File: config.mk
export PLATFORM = sky130hd
export DESIGN_NAME = vending_fsm_flat
export DESIGN_NICKNAME = d
export VERILOG_FILES = /design/src/rtl/vending_fsm_if.sv /design/src/rtl/vending_fsm.sv /design/src/flat_wrapper.sv
export SDC_FILE = /design/constraint.sdc
export NUM_CORES = 1
export LEC_CHECK = 0
export ABC_AREA = 1
export CORE_UTILIZATION = 54
export DETAILED_ROUTE_END_ITERATION = 8
export PLACE_DENSITY_LB_ADDON = 0.2
export SLEW_MARGIN = 20
export SYNTH_ARGS = -nofsm -noshare
export SYNTH_HDL_FRONTEND = slang
export SYNTH_SLANG_ARGS = --single-unit
File: constraint.sdc
create_clock -name sys_clk -period 2.95 [get_ports sys_clk]
set_clock_uncertainty 0.15 [all_clocks]
set_input_delay 0.4425 -clock sys_clk [delete_from_list [all_inputs] [get_ports sys_clk]]
set_output_delay 0.4425 -clock sys_clk [all_outputs]
set_load 0.01 [all_outputs]
File: src/rtl/vending_fsm_if.sv
// Vending transaction bus: selection, coin and cancel pulses toward the
// controller, money/dispense/status results back toward the display stage.
interface vending_fsm_if;
    logic       item_valid;
    logic [1:0] item_sel;
    logic       coin_1;
    logic       coin_5;
    logic       coin_10;
    logic       cancel;
    logic [7:0] need_money;
    logic [7:0] input_money;
    logic [7:0] change_money;
    logic [1:0] item_out;
    logic       dispense;
    logic       coin_reject;
    logic [2:0] state_out;

    // Front panel side: produces the pulses, consumes the results
    modport master (
        output item_valid, item_sel, coin_1, coin_5, coin_10, cancel,
        input  need_money, input_money, change_money, item_out,
               dispense, coin_reject, state_out
    );

    // Controller side
    modport slave (
        input  item_valid, item_sel, coin_1, coin_5, coin_10, cancel,
        output need_money, input_money, change_money, item_out,
               dispense, coin_reject, state_out
    );
endinterface

File: src/rtl/vending_fsm.sv
// Transaction controller for the micro vending machine. Latches the selected
// item and its price, accumulates coins up to a display cap, dispenses when
// paid up, refunds on cancel, and holds the result for a fixed time.
module vending_fsm #(
    parameter logic [7:0]  PRICE_0     = 8'd3,
    parameter logic [7:0]  PRICE_1     = 8'd5,
    parameter logic [7:0]  PRICE_2     = 8'd12,
    parameter logic [7:0]  PRICE_3     = 8'd25,
    parameter logic [7:0]  MAX_MONEY   = 8'd99,
    parameter logic [31:0] HOLD_CYCLES = 32'd200_000_000
) (
    input  logic         sys_clk,
    input  logic         sys_rst,
    vending_fsm_if.slave bus
);

    typedef enum logic [2:0] {
        IDLE     = 3'd0,
        PAY      = 3'd1,
        DISPENSE = 3'd2,
        DONE     = 3'd3,
        REFUND   = 3'd4
    } state_t;

    state_t      state;
    logic [7:0]  need_money;
    logic [7:0]  input_money;
    logic [7:0]  change_money;
    logic [1:0]  item_out;
    logic [1:0]  sel_item;
    logic        dispense;
    logic        coin_reject;
    logic [31:0] hold_cnt;

    logic [4:0]  coin_sum;
    logic        coin_any;
    logic [8:0]  new_money;
    logic        over_cap;
    logic        paid_up;
    logic [7:0]  sel_price;
    logic        hold_done;

    // Total value of all coins presented this cycle, and the candidate balance
    always_comb begin
        coin_sum  = {4'd0, bus.coin_1}
                  + (bus.coin_5  ? 5'd5  : 5'd0)
                  + (bus.coin_10 ? 5'd10 : 5'd0);
        coin_any  = (coin_sum != 5'd0);
        new_money = {1'b0, input_money} + {4'd0, coin_sum};
        over_cap  = (new_money > {1'b0, MAX_MONEY});
        paid_up   = (new_money >= {1'b0, need_money});
    end

    // Price lookup for the item being selected
    always_comb begin
        sel_price = PRICE_0;
        case (bus.item_sel)
            2'd0:    sel_price = PRICE_0;
            2'd1:    sel_price = PRICE_1;
            2'd2:    sel_price = PRICE_2;
            2'd3:    sel_price = PRICE_3;
            default: sel_price = PRICE_0;
        endcase
    end

    // Last cycle of the result hold; 33-bit compare keeps HOLD_CYCLES=0 sane
    always_comb begin
        hold_done = (({1'b0, hold_cnt} + 33'd1) >= {1'b0, HOLD_CYCLES});
    end

    // Transaction state machine with all outputs registered
    always_ff @(posedge sys_clk or posedge sys_rst) begin
        if (sys_rst) begin
            state        <= IDLE;
            need_money   <= '0;
            input_money  <= '0;
            change_money <= '0;
            item_out     <= '0;
            sel_item     <= '0;
            dispense     <= 1'b0;
            coin_reject  <= 1'b0;
            hold_cnt     <= '0;
        end else begin
            dispense    <= 1'b0;
            coin_reject <= 1'b0;
            case (state)
                IDLE: begin
                    coin_reject <= coin_any;
                    if (bus.item_valid) begin
                        state        <= PAY;
                        need_money   <= sel_price;
                        sel_item     <= bus.item_sel;
                        input_money  <= '0;
                        change_money <= '0;
                    end
                end
                PAY: begin
                    if (bus.cancel) begin
                        state        <= REFUND;
                        change_money <= input_money;
                        coin_reject  <= coin_any;
                        hold_cnt     <= '0;
                    end else if (coin_any) begin
                        if (over_cap) begin
                            coin_reject <= 1'b1;
                        end else if (paid_up) begin
                            state        <= DISPENSE;
                            input_money  <= new_money[7:0];
                            change_money <= new_money[7:0] - need_money;
                            dispense     <= 1'b1;
                            item_out     <= sel_item;
                        end else begin
                            input_money <= new_money[7:0];
                        end
                    end
                end
                DISPENSE: begin
                    state       <= DONE;
                    coin_reject <= coin_any;
                    hold_cnt    <= '0;
                end
                DONE, REFUND: begin
                    coin_reject <= coin_any;
                    if (hold_done) begin
                        state        <= IDLE;
                        need_money   <= '0;
                        input_money  <= '0;
                        change_money <= '0;
                        item_out     <= '0;
                        hold_cnt     <= '0;
                    end else begin
                        hold_cnt <= hold_cnt + 32'd1;
                    end
                end
                default: begin
                    state        <= IDLE;
                    need_money   <= '0;
                    input_money  <= '0;
                    change_money <= '0;
                    item_out     <= '0;
                    hold_cnt     <= '0;
                end
            endcase
        end
    end

    assign bus.need_money   = need_money;
    assign bus.input_money  = input_money;
    assign bus.change_money = change_money;
    assign bus.item_out     = item_out;
    assign bus.dispense     = dispense;
    assign bus.coin_reject  = coin_reject;
    assign bus.state_out    = state;

endmodule

File: src/flat_wrapper.sv
// flat-port wrapper written by rule: the top's interface ports become plain ports
module vending_fsm_flat 
#(
    parameter logic [7:0]  PRICE_0     = 8'd3,
    parameter logic [7:0]  PRICE_1     = 8'd5,
    parameter logic [7:0]  PRICE_2     = 8'd12,
    parameter logic [7:0]  PRICE_3     = 8'd25,
    parameter logic [7:0]  MAX_MONEY   = 8'd99,
    parameter logic [31:0] HOLD_CYCLES = 32'd200_000_000
)
  (sys_clk, sys_rst, bus_item_valid, bus_item_sel, bus_coin_1, bus_coin_5, bus_coin_10, bus_cancel, bus_need_money, bus_input_money, bus_change_money, bus_item_out, bus_dispense, bus_coin_reject, bus_state_out);
  vending_fsm_if bus_i ();
  input  logic sys_clk;
  input  logic sys_rst;
  input wire logic [$bits(bus_i.item_valid)-1:0] bus_item_valid;
  input wire logic [$bits(bus_i.item_sel)-1:0] bus_item_sel;
  input wire logic [$bits(bus_i.coin_1)-1:0] bus_coin_1;
  input wire logic [$bits(bus_i.coin_5)-1:0] bus_coin_5;
  input wire logic [$bits(bus_i.coin_10)-1:0] bus_coin_10;
  input wire logic [$bits(bus_i.cancel)-1:0] bus_cancel;
  output wire logic [$bits(bus_i.need_money)-1:0] bus_need_money;
  output wire logic [$bits(bus_i.input_money)-1:0] bus_input_money;
  output wire logic [$bits(bus_i.change_money)-1:0] bus_change_money;
  output wire logic [$bits(bus_i.item_out)-1:0] bus_item_out;
  output wire logic [$bits(bus_i.dispense)-1:0] bus_dispense;
  output wire logic [$bits(bus_i.coin_reject)-1:0] bus_coin_reject;
  output wire logic [$bits(bus_i.state_out)-1:0] bus_state_out;
  assign bus_i.item_valid = bus_item_valid;
  assign bus_i.item_sel = bus_item_sel;
  assign bus_i.coin_1 = bus_coin_1;
  assign bus_i.coin_5 = bus_coin_5;
  assign bus_i.coin_10 = bus_coin_10;
  assign bus_i.cancel = bus_cancel;
  assign bus_need_money = bus_i.need_money;
  assign bus_input_money = bus_i.input_money;
  assign bus_change_money = bus_i.change_money;
  assign bus_item_out = bus_i.item_out;
  assign bus_dispense = bus_i.dispense;
  assign bus_coin_reject = bus_i.coin_reject;
  assign bus_state_out = bus_i.state_out;
  vending_fsm #(.PRICE_0(PRICE_0), .PRICE_1(PRICE_1), .PRICE_2(PRICE_2), .PRICE_3(PRICE_3), .MAX_MONEY(MAX_MONEY), .HOLD_CYCLES(HOLD_CYCLES)) u_core (.sys_clk(sys_clk), .sys_rst(sys_rst), .bus(bus_i));
endmodule
==> results.md <==
* Setup Slack @ Placement at -0.894 ns
* Adder-Cell Fraction of Synth Area at 0.0541
* Hold WC Path Type: primary input to async pin
* Async S/R FF share, synth at 1.00
* Final hold viol count at 0
* DRC viols at 0
* Peak supply drop at 825 uV
* Sw Share at 0.469
* Hold slack at 0.316 ns
* Reg area at 1550 um2
* R2R Setup Slk at -0.07 ns
* I/O pin count at 40
* Internal cell power at 3300 uW
* Total Wirelength at 15.8 mm
* Measured slew at the worst slew-check pin at 0.619 ns
* TritonCTS clock tree: done
* RR Endpoint: u_core.bus.change_money[7]
* Slew Limit Fails at 0
* Area after DPL at 5810 um2
* Nets at 874
* Seq cells post-synth at 62
* Die span in y at 97.3 um
* # hold bufs at CTS at 0
* Crit start category: primary input
* P_sw at 2920 uW
* Outcome: finished with violations
* Post-synth EDFFs at 0
* Fin crit share at 1.05
* Power per cell area at 956 nW/um2
* Syn Area/Cell at 6.60 um2
* Clk sinks at 62
* GR Util All Layers at 0.304
* Routed length per instance at 16.5 um
* Register-to-Register Path Depth at 18
* Largest family of logic cells by synthesized area: simple AND/OR/NAND/NOR gates
* CTS buffer count at 9
* Cells after Synth at 742
* Mux share of post-synthesis cell area at 0
* Drt first pass iters at 5
* Slew headroom at 0.587
* Cell variety after synth at 34
* Primary FF master, synth: dfrtp_1
* Clock transition at path regs at 0.08 ns
* Sequential Power Share at 0.187
* Met3 WL at 1.24 mm
* Final core occ at 0.742
* RSZ-0062 raised after global routing: true
* Antenna diodes at 0
* Top Layer Used: met4
* Root Driver: clkbuf_8
* Reg2reg start: u_core.bus.input_money[0]
* Synthesis warning total at 0
* Worst-path fanout max at 3
* CP required at 3.09 ns
* Die W at 97.3 um
* Worst Slack Setup Final at -0.136 ns
* Compound-Gate Fraction of Synth Area at 0.0955
* First-pass GRT wire length at 23.2 mm
* Global placer's final weighted congestion at 0.930
* Max Cap Viol at 0
* Area Overhead vs Synth at 32.7%
* Crit path kind: primary input to flop
* Final worst path period need at 3.09 ns
* Via count at 5,602
* Initial Utilization at 0.559
* Design Area, Final at 6500 um2
* Clock Power Share at 0.147
* Post-Synth XOR/XNOR Area at 0.00715
* Final Setup Violations at 20
* Number of global-route vias before repair at 5,197
* Setup_tns at -1.34 ns
* Mapped cell area at 4900 um2
* Maximum number of pins on one net before global-route repair at 63
* Longest Clk Path Bufs at 2
* Full die area at 9460 um2
* Failing checks: setup timing
* Sequential share of the synthesized area at 0.317
* Initial antenna violation count at 0
* Buffers on Ports at 36
* Synth Area in Simple Gates at 0.431
* Crit. End Element: flop
* # fillers at 650
* Grt ovf at 0
* Layout cells sized above 1 at 0.233
* Achievable frequency at 0.324 GHz
* Routed wl met2 at 7.78 mm
* Worst skew pair latency at 0.36 ns
* Comb pwr share at 0.666
* Leak at 0.00301 uW
* Data arrival time of the worst path at 3.23 ns
* Row count at 34
* DPL Wire Length at 10.4 mm
* Detailed router's first-iteration violation count at 377
* Metal-1 WL at 6.01 mm
* Area occupied by multi-input gates at 3270 um2
* CTS H-Tree Depth at 3
* Detailed-route vias per instance at 5.85
* ANT nets after route at 0
* Core Area at 8760 um2
cell families after synthesis:
| logic type | Yosys count |
|---|---|
| simple gates | 484 |
| buf+inv | 112 |
| flops | 62 |
| compound gates | 59 |
| fa+ha+maj | 20 |
| xor+xnor | 4 |
| other cells | 1 |
timing repair:
item | 4_1_cts | 5_1_grt
pin swaps | 12 | 44
resized for setup | 21 | 72
buffers inserted | 6 | 9
setup endpoints to repair | 23 | 55
cloned | 0 | 3
worst max-delay path, stage by stage:
cell and delay, ns:
buf_8 0.10, ha_4 0.16, ha_4 0.27, inv_2 0.04
fa_2 0.39, inv_2 0.10, nand3_2 0.10, nand2_4 0.11
xor2_4 0.23, ha_4 0.25, inv_4 0.05, nor2_2 0.04
nor2_2 0.11, nand2_2 0.09, buf_4 0.16, o21ai_1 0.16
nand3_1 0.14, o21ai_2 0.09, nand4_1 0.10, nand2_1 0.09
layer usage:
| layer | track usage | up-vias |
|---|---|---|
| met2 | 0.544 | 294 |
| met4 | 0.169 | 0 |
| met3 | 0.0360 | 77 |
| met5 | 0 | - |
| met1 | 0.352 | 2630 |
| li1 | - | 2601 |
cells in the final DEF, fill, tap and decap left out, types with 7 or more instances in the layout:
master and instances:
nand2_1 245, inv_1 87, nor2_1 82, dfrtp_1 61, buf_4 59, nand3_1 51
nand4_1 35, clkdlybuf4s50_1 33, o22ai_2 20, nand2_2 17, nor2_4 14, nor2_2 14
o21ai_0 13, nand3_2 10, ha_1 9, clkbuf_8 9, o21ai_1 8, ha_4 8
a21oi_1 7, inv_2 7
stage by stage:
| step | std cells | total power [uW] |
|---|---|---|
| 2_1_floorplan | 744 | 3140 |
| 3_3_place_gp | 924 | 4290 |
| 3_5_place_dp | 924 | 4380 |
| 4_1_cts | 946 | 5490 |
| 5_1_grt | 958 | 6530 |
| 6_report | 958 | 6220 |
power groups by stage:
stage | clock network, uW | registers (uW) | logic, uW
floorplan | 0 | 1200 | 1930
global placement | 0 | 1160 | 3130
detailed placement | 0 | 1160 | 3220
CTS | 920 | 1150 | 3420
global route | 950 | 1180 | 4400
finish | 912 | 1160 | 4140
synth_stat cells, types with 2 or more instances:
library cell / count / area share
o22ai_1: 5 / 0.0064
nor3_1: 2 / 0.0020
buf_1: 4 / 0.0031
inv_1: 93 / 0.071
a21boi_0: 2 / 0.0031
a32o_1: 2 / 0.0041
o21ai_1: 5 / 0.0051
nand4_1: 35 / 0.045
o22ai_2: 20 / 0.051
nand3b_1: 5 / 0.0077
dfrtp_1: 62 / 0.32
buf_4: 5 / 0.0077
nor2_2: 11 / 0.014
xor2_1: 4 / 0.0071
inv_2: 3 / 0.0023
nor2_4: 5 / 0.011
fa_1: 2 / 0.0082
or2_2: 2 / 0.0026
nand3_2: 2 / 0.0041
nand3_1: 61 / 0.062
nor2_1: 94 / 0.072
buf_6: 3 / 0.0069
o21ai_0: 17 / 0.017
ha_1: 18 / 0.046
clkbuf_1: 3 / 0.0023
nand2_1: 262 / 0.20
nand2_2: 2 / 0.0026
a21oi_1: 7 / 0.0071
sequential cells by signal, summed over array words and instances, names as in the netlist, 2 cells and up:
name	cells
u_core.hold_cnt	32
u_core.bus.change_money	8
u_core.bus.input_money	8
u_core.bus.need_money	5
u_core.bus.state_out	3
u_core.bus.item_out	2
u_core.sel_item	2
worst max-delay path by stage:
stage | from | end | slack [ns] | depth (start not counted)
after CTS | bus_coin_10 | u_core.bus.change_money[0] | 0.005 | 19
after floorplan | bus_coin_5 | u_core.bus.change_money[6] | -0.20 | 19
after global placement | bus_coin_5 | u_core.bus.input_money[3] | -0.76 | 21
after detailed placement | bus_coin_5 | u_core.bus.input_money[0] | -0.89 | 21
final | bus_coin_5 | u_core.bus.change_money[7] | -0.14 | 20
after global routing | bus_coin_5 | u_core.bus.change_money[7] | -0.26 | 20
cell type report:
cell class	instances	share of cell area
Clock buffer	9	0.0191
Clock inverter	7	0.0162
Inverter	96	0.0562
Multi-Input combinational cell	572	0.503
Sequential cell	62	0.239
Tap cell	108	0.0208
Timing Repair Buffer	104	0.146
Note: power is estimated with default switching activity, not from simulation.
